File: src/rtl/multi_edge_watcher_if.sv
// -----------------------------------------------------------------------------
// multi_edge_watcher_if
// Groups the per-channel signals of the multi-channel edge watcher.
//   signal   : raw asynchronous inputs, bit i = channel i
//   edge_sel : per-channel event mode, bits [2i+1:2i] (00 none, 01 rise,
//              10 fall, 11 both)
//   clr      : per-channel sticky-event clear (level-sensitive)
//   level    : debounced level
//   pos/neg  : one-cycle pulses on debounced rise/fall
//   evt      : sticky event flags
//   any_evt  : OR of all evt bits
// master = the block driving the inputs, slave = the watcher itself.
// -----------------------------------------------------------------------------
interface multi_edge_watcher_if #(
  parameter int CH = 4
);
  logic [CH-1:0]   signal;
  logic [2*CH-1:0] edge_sel;
  logic [CH-1:0]   clr;
  logic [CH-1:0]   level;
  logic [CH-1:0]   pos;
  logic [CH-1:0]   neg;
  logic [CH-1:0]   evt;
  logic            any_evt;

  modport master (
    output signal, edge_sel, clr,
    input  level, pos, neg, evt, any_evt
  );

  modport slave (
    input  signal, edge_sel, clr,
    output level, pos, neg, evt, any_evt
  );
endinterface

File: src/rtl/multi_edge_watcher.sv
// -----------------------------------------------------------------------------
// multi_edge_watcher
// Per channel: SYNC-stage synchroniser, stable-count debounce filter,
// registered rise/fall pulses and a sticky, mode-selectable event flag.
// Ports:
//   clk : system clock, all state on rising edge
//   rst : asynchronous active-high reset
//   bus : multi_edge_watcher_if.slave (signal, edge_sel, clr in;
//         level, pos, neg, evt, any_evt out)
// Parameters: CH channels, SYNC synchroniser stages (>=2), DB_CYC cycles a
// new synchronised value must persist before level follows it (>=1).
// -----------------------------------------------------------------------------
module multi_edge_watcher #(
  parameter int CH     = 4,
  parameter int SYNC   = 2,
  parameter int DB_CYC = 4
) (
  input  logic                  clk,
  input  logic                  rst,
  multi_edge_watcher_if.slave   bus
);
  localparam int            CW       = $clog2(DB_CYC + 1);
  localparam logic [CW-1:0] CNT_LAST = CW'(DB_CYC - 1);

  logic [CH-1:0] sync_q [SYNC];
  logic [CH-1:0] sync_d [SYNC];
  logic [CW-1:0] cnt_q  [CH];
  logic [CW-1:0] cnt_d  [CH];
  logic [CH-1:0] level_q, level_d;
  logic [CH-1:0] pos_q, pos_d;
  logic [CH-1:0] neg_q, neg_d;
  logic [CH-1:0] evt_q, evt_d;
  logic [CH-1:0] s, rise, fall, set;

  assign s = sync_q[SYNC-1];

  // Synchroniser shift chain and debounce filter.
  always_comb begin
    // NOTE: every variable gets a default before any branch so no latch is inferred.
    level_d   = level_q;
    sync_d[0] = bus.signal;
    for (int k = 1; k < SYNC; k++) sync_d[k] = sync_q[k-1];
    for (int i = 0; i < CH; i++) begin
      // Agreement with level (including a return to it) restarts the count.
      cnt_d[i] = '0;
      if (s[i] != level_q[i]) begin
        if (cnt_q[i] == CNT_LAST) level_d[i] = s[i];
        else                      cnt_d[i]   = cnt_q[i] + 1'b1;
      end
    end
  end

  // Edges are taken from the level about to be registered, so pos/neg/evt
  // update on the same clock edge as level itself.
  assign rise = level_d & ~level_q;
  assign fall = level_q & ~level_d;

  for (genvar i = 0; i < CH; i++) begin : g_set
    assign set[i] = (bus.edge_sel[2*i] & rise[i]) | (bus.edge_sel[2*i+1] & fall[i]);
  end

  assign pos_d = rise;
  assign neg_d = fall;
  // A set on the same edge as a clear wins, so no event is ever lost.
  assign evt_d = set | (evt_q & ~bus.clr);

  // NOTE: sequential state uses non-blocking assignments only, so every flop
  // samples the pre-edge values computed above.
  always_ff @(posedge clk or posedge rst) begin
    if (rst) begin
      // NOTE: the synchroniser chain and counter arrays are reset too; a stale
      // stage or partial count must not leak into the first filtered level.
      for (int k = 0; k < SYNC; k++) sync_q[k] <= '0;
      for (int i = 0; i < CH; i++)   cnt_q[i]  <= '0;
      level_q <= '0;
      pos_q   <= '0;
      neg_q   <= '0;
      evt_q   <= '0;
    end else begin
      for (int k = 0; k < SYNC; k++) sync_q[k] <= sync_d[k];
      for (int i = 0; i < CH; i++)   cnt_q[i]  <= cnt_d[i];
      level_q <= level_d;
      pos_q   <= pos_d;
      neg_q   <= neg_d;
      evt_q   <= evt_d;
    end
  end

  assign bus.level   = level_q;
  assign bus.pos     = pos_q;
  assign bus.neg     = neg_q;
  assign bus.evt     = evt_q;
  assign bus.any_evt = |evt_q;
endmodule

File: src/flat_wrapper.sv
// flat-port wrapper written by rule: the top's interface ports become plain ports
module multi_edge_watcher_flat 
#(
  parameter int CH     = 4,
  parameter int SYNC   = 2,
  parameter int DB_CYC = 4
)
  (clk, rst, bus_signal, bus_edge_sel, bus_clr, bus_level, bus_pos, bus_neg, bus_evt, bus_any_evt);
  multi_edge_watcher_if #(.CH(CH)) bus_i ();
  input  logic clk;
  input  logic rst;
  input wire logic [$bits(bus_i.signal)-1:0] bus_signal;
  input wire logic [$bits(bus_i.edge_sel)-1:0] bus_edge_sel;
  input wire logic [$bits(bus_i.clr)-1:0] bus_clr;
  output wire logic [$bits(bus_i.level)-1:0] bus_level;
  output wire logic [$bits(bus_i.pos)-1:0] bus_pos;
  output wire logic [$bits(bus_i.neg)-1:0] bus_neg;
  output wire logic [$bits(bus_i.evt)-1:0] bus_evt;
  output wire logic [$bits(bus_i.any_evt)-1:0] bus_any_evt;
  assign bus_i.signal = bus_signal;
  assign bus_i.edge_sel = bus_edge_sel;
  assign bus_i.clr = bus_clr;
  assign bus_level = bus_i.level;
  assign bus_pos = bus_i.pos;
  assign bus_neg = bus_i.neg;
  assign bus_evt = bus_i.evt;
  assign bus_any_evt = bus_i.any_evt;
  multi_edge_watcher #(.CH(CH), .SYNC(SYNC), .DB_CYC(DB_CYC)) u_core (.clk(clk), .rst(rst), .bus(bus_i));
endmodule
File: config.mk
export PLATFORM = sky130hd
export DESIGN_NAME = multi_edge_watcher_flat
export DESIGN_NICKNAME = d
export VERILOG_FILES = /design/src/rtl/multi_edge_watcher_if.sv /design/src/rtl/multi_edge_watcher.sv /design/src/flat_wrapper.sv
export SDC_FILE = /design/constraint.sdc
export NUM_CORES = 1
export LEC_CHECK = 0
export ABC_AREA = 1
export BUFFER_PORTS_ARGS = -buffer_cell sky130_fd_sc_hd__buf_2
export CAP_MARGIN = 20
export CORE_MARGIN = 3
export CORE_UTILIZATION = 49
export CTS_BUF_LIST = sky130_fd_sc_hd__clkbuf_4 sky130_fd_sc_hd__clkbuf_8
export DETAILED_ROUTE_END_ITERATION = 10
export GPL_ROUTABILITY_DRIVEN = 0
export PLACE_DENSITY = 0.77
export SLEW_MARGIN = 0
export SYNTH_ARGS = -nofsm -noshare
export SYNTH_HDL_FRONTEND = slang
export SYNTH_SLANG_ARGS = --single-unit
export TNS_END_PERCENT = 50
File: constraint.sdc
create_clock -name clk -period 1.09 [get_ports clk]
set_clock_uncertainty 0.05 [all_clocks]
set_input_delay 0.218 -clock clk [delete_from_list [all_inputs] [get_ports clk]]
set_output_delay 0.218 -clock clk [all_outputs]
set_load 0.01 [all_outputs]
# == After elaboration in Yosys (flattened, before gate mapping) ==
# Index checks and enable logic that the tools add are counted.
# totals
regBits,36
in_bits,18
elab_cells,58
# classes
n_addsub,4
eq_ne,8
muxes,16
bitwise_logic,19
n_reduce_logical,1
# op_table
op,n
2-to-1 mux 3 bit,8
"adder 3 x 1 -> 3 bit, second input constant",4
bitwise AND 4 bit,3
"equality test 3 x 2 -> 1 bit, second input constant",4
NOT 4 bit,3
bitwise AND 1 bit,8
2-to-1 mux 1 bit,8
inequality test 1 bit,4
bitwise OR 1 bit,4
bitwise OR 4 bit,1
OR reduction 4 bit,1

# == Logic depth before layout (Yosys ltp) ==
# depth
depth_word,8
depth_mapped,6
mapped_depth_nobuf,6

# == Least setup slack after synthesis ==
# OpenSTA, ideal clock, no wires.
# synth_timing
path_kind,register -> register
start,register u_core.cnt_q[6] in the netlist's numbering
end,register u_core.cnt_q[6] in the netlist's numbering
setup_ns,0.071
arrival_ns,0.937
slack_ns,0.032
path_stages_with_launch,6
n_path_buf,0
period_less_slack_ns,1.058
cell_sequence,dfrtp_1 ha_1 inv_1 nor2_4 or2_0 nor2_1
# synth_lines
element,line_no,source
start: declaration,multi_edge_watcher.sv:27,logic [CW-1:0] cnt_q [CH];

# == Worst setup path after layout ==
# layout_timing
start,"register u_core.evt_q[0], in the netlist u_core.bus.evt[0]"
end,output port bus_any_evt
# layout_via
elab_chain_len,1
# layout_rtl
element,line_no,source
start: declaration,multi_edge_watcher.sv:32,"logic [CH-1:0] evt_q, evt_d;"
start signal: assignment,multi_edge_watcher.sv:85,evt_q <= evt_d;
OR reduction 4 bit,multi_edge_watcher.sv:93,assign bus.any_evt = |evt_q;
end: declaration,flat_wrapper.sv:19,output wire logic [$bits(bus_i.any_evt)-1:0] bus_any_evt;
# No other way between the ends.

==> metrics.md <==
| Metric | Value |
|---|---|
| Cts bufs inserted | 5 |
| Rows | 18 |
| Max cap viols | 0 |
| Final Instance Count excl. Fillers | 225 |
| Vias in the first global route | 1099 |
| Reg clk slew, reported paths | 0.10 ns |
| Commonest non-fill, non-tap cells in the layout | dfrtp_1 (36), buf_2 (32), nor2_1 (14) |
| Yosys cell types | 16 |
| CP bufs+invs | 2 |
| Yosys warning total | 0 |
| Placed cell areas | 0.00163 mm2 |
| DRT Wirelength | 2680 um |
| Failing checks | negative setup slack |
| Antenna viol nets, final | 0 |
| Worst reg-to-reg path cell count | 5 |
| Number of synthesized flops with an enable pin | 0 |
| R2R Path End | u_core.cnt_q[6]$_DFF_PP0_ |
| Die height | 59.5 um |
| Antenna violations before repair | 0 |
| Max Fanout on Critical Path | 2 |
| Internal | 0.00242 W |
| Final Cycle Share | 119% |
| IO Count | 35 |
| Gr usage total | 17.7% |
| Core ar. | 0.00259 mm2 |
| Hold_sp | bus_edge_sel[2] |
| Via density | 4.89 |
| Post-synthesis register bit count | 36 |
| Total number of vias | 1100 |
| Post-Syn Nets | 157 |
| Slew headroom | 87.3% |
| DP HPWL | 1810 um |
| PortBufs | 34 |
| Slew @ Worst Pin | 0.190 ns |
| Fillers | 190 |
| Sequential share of power | 46.6% |
| Syn avg cell area | 10.4 um2 |
| Die span in x | 59.5 um |
| Fraction of layout cells with a size suffix above 1 | 51.8% |
| Pleak | 0.990 nW |
| Slowest stage cell, crit path | dfrtp_1 |
| CP endpoint kind | output port |
| Setup crit start kind | register |
| Clock sinks | 36 |
| Largest net degree at the start of global routing | 37 |
| Tmin final | 1.30 ns |
| # diodes | 0 |
| Setup WS post-layout | -0.210 ns |
| Commonest non-fill, non-tap cell in the layout | dfrtp_1 |
| Design area | 0.00191 mm2 |
| Area delta synth->final | 36.1% |
| CTS tree | yes |
| Status | finished with violations |
| Crit Path Category | register to output port |
| Layout Utilization | 73.7% |
| Clock Path Buffers | 2 |
| CP Launch Point | u_core.bus.evt[0]$_DFF_PP0_ |
| Crit-path cells | inv_2 -> nand4_1 -> buf_2 |
| Syn Inst Count | 135 |
| Switching share of power | 33.1% |
| FMAX | 769 MHz |
| Synthesized area | 0.00140 mm2 |
| Final Hold Vio Count | 0 |
| First-pass GRT wire length | 4480 um |
| Hold Path End | u_core.bus.evt[1]$_DFF_PP0_ |
| Initial DRT Pass Iterations | 4 |
| Root Buffer | clkbuf_4 |
| Final setup vio count | 18 |
| H-Tree Depth | 2 |
| Initial DRC count | 37 |
| Routed len/inst | 11.9 um |
| RSZ-0062 raised after global routing | true |
| Slowest stage delay, CP | 0.40 ns |
| Grt ovf | 0 |
| CP delay by family, top | flip-flops |
| Remaining routing DRC violations | 0 |
| Sequential area share after synthesis | 64.2% |
| Die area | 0.00354 mm2 |
| Post-synth ARST share | 100% |
| Layout Nets | 217 |
| CP Data Arrival Time | 1.03 ns |
| Max-slew violation count | 0 |
| Hold Crit Class | input pin to register |
| Worst-Skew Late Latency | 0.33 ns |
| Initial core utilization | 54.2% |
| Worst hold stages | 3 |
| Reg-to-reg slack, setup | -0.04 ns |
| Comb power frac | 34.9% |
| P_sw | 0.00120 W |
| Placed insts | 200 |
| Main synth FF type | dfrtp_1 |
| Required time of the worst setup path | 0.82 ns |
| RR Startpoint | u_core.cnt_q[6]$_DFF_PP0_ |
| Maximum vdd drop | 1.44 mV |
| Clk pwr share | 18.4% |
| PD cells | 1890 mW/mm2 |
what timing repair did:
action,CTS,global route
buffers inserted,11,2
pin swaps,6,7
endpoints found under the setup margin,22,38
endpoints found under the hold margin,40,0
hold buffers,5,0
resized for setup,12,21
how the worst max path moves through the flow:
stage	endpoint	cells after the start
6_report	bus_any_evt	3
5_1_grt	bus_any_evt	3
4_1_cts	bus_any_evt	3
3_5_place_dp	u_core.cnt_q[6]$_DFF_PP0_	5
3_3_place_gp	u_core.cnt_q[9]$_DFF_PP0_	5
2_1_floorplan	u_core.bus.evt[0]$_DFF_PP0_	1
metrics by stage:
| step | total power, W | hold slack, ns | setup slack [ns] | setup TNS (ns) |
|---|---|---|---|---|
| 5_1_grt | 0.00391 | 0.0692 | -0.279 | -2.10 |
| 4_1_cts | 0.00354 | 0.0458 | -0.223 | -1.23 |
| 6_report | 0.00362 | 0.0603 | -0.210 | -0.819 |
| 3_3_place_gp | 0.00259 | 0.221 | -0.0102 | -0.0102 |
| 2_1_floorplan | 0.00233 | 0.199 | 0.0178 | 0 |
| 3_5_place_dp | 0.00265 | 0.229 | -0.0550 | -0.155 |
kinds of logic after synthesis:
| kind of cell | count (synthesis) | synth area share (%) |
|---|---|---|
| adders and majority gates | 4 | 3.57 |
| AOI/OAI and AO/OA | 4 | 1.69 |
| buffers and inverters | 23 | 6.16 |
| and+or+nand+nor | 68 | 24.4 |
| DFF | 36 | 64.2 |
flip-flops by register name, indices dropped and copies added, names as in the netlist:
signal	flops
u_core.cnt_q	12
u_core.bus.evt	4
u_core.bus.level	4
u_core.bus.neg	4
u_core.bus.pos	4
u_core.s	4
u_core.sync_d	4
area by class of cell:
type | instances | area [um2] | share of cell area, %
Clock buffer | 6 | 45.0 | 2.36
Clock inverter | 1 | 5.00 | 0.262
Inverter | 23 | 86.3 | 4.52
Multi-Input combinational cell | 76 | 480 | 25.2
Sequential cell | 36 | 901 | 47.2
Tap cell | 30 | 37.5 | 1.97
Timing Repair Buffer | 53 | 354 | 18.5
cell usage after synthesis, types with 3 or more instances:
cell type,instances,area share [%]
o21ai_0,3,1.1
nor2_4,3,2.4
nand3_1,12,4.3
ha_1,4,3.6
nor2_1,19,5.1
nor2_2,7,3.1
dfrtp_1,36,64
or2_0,3,1.3
or2_2,4,1.8
inv_1,20,5.4
inv_2,3,0.80
nand2_1,11,2.9
nor3_1,7,2.5
worst register-to-register path, cell delays in order (launching register included):
cell     delay, ns
dfrtp_1       0.39
ha_2          0.19
inv_2         0.07
nor2_4        0.05
or2_1         0.21
nor2_1        0.10
power groups by stage:
| stage | logic [W] | registers (W) | clock network (W) |
|---|---|---|---|
| finish | 0.00126 | 0.00169 | 0.000667 |
| CTS | 0.00115 | 0.00168 | 0.000703 |
| floorplan | 0.000544 | 0.00179 | 0 |
| global route | 0.00144 | 0.00171 | 0.000753 |
| detailed placement | 0.000895 | 0.00176 | 0 |
| global placement | 0.000857 | 0.00173 | 0 |
per-layer routing:
layer	global-route usage (%)	share of wire (%)
met1	19.1	39
met4	11.4	2.9
met2	30.4	52
met5	0	0
met3	4.79	6.3
No activity file was read; power rests on OpenSTA's default activity.
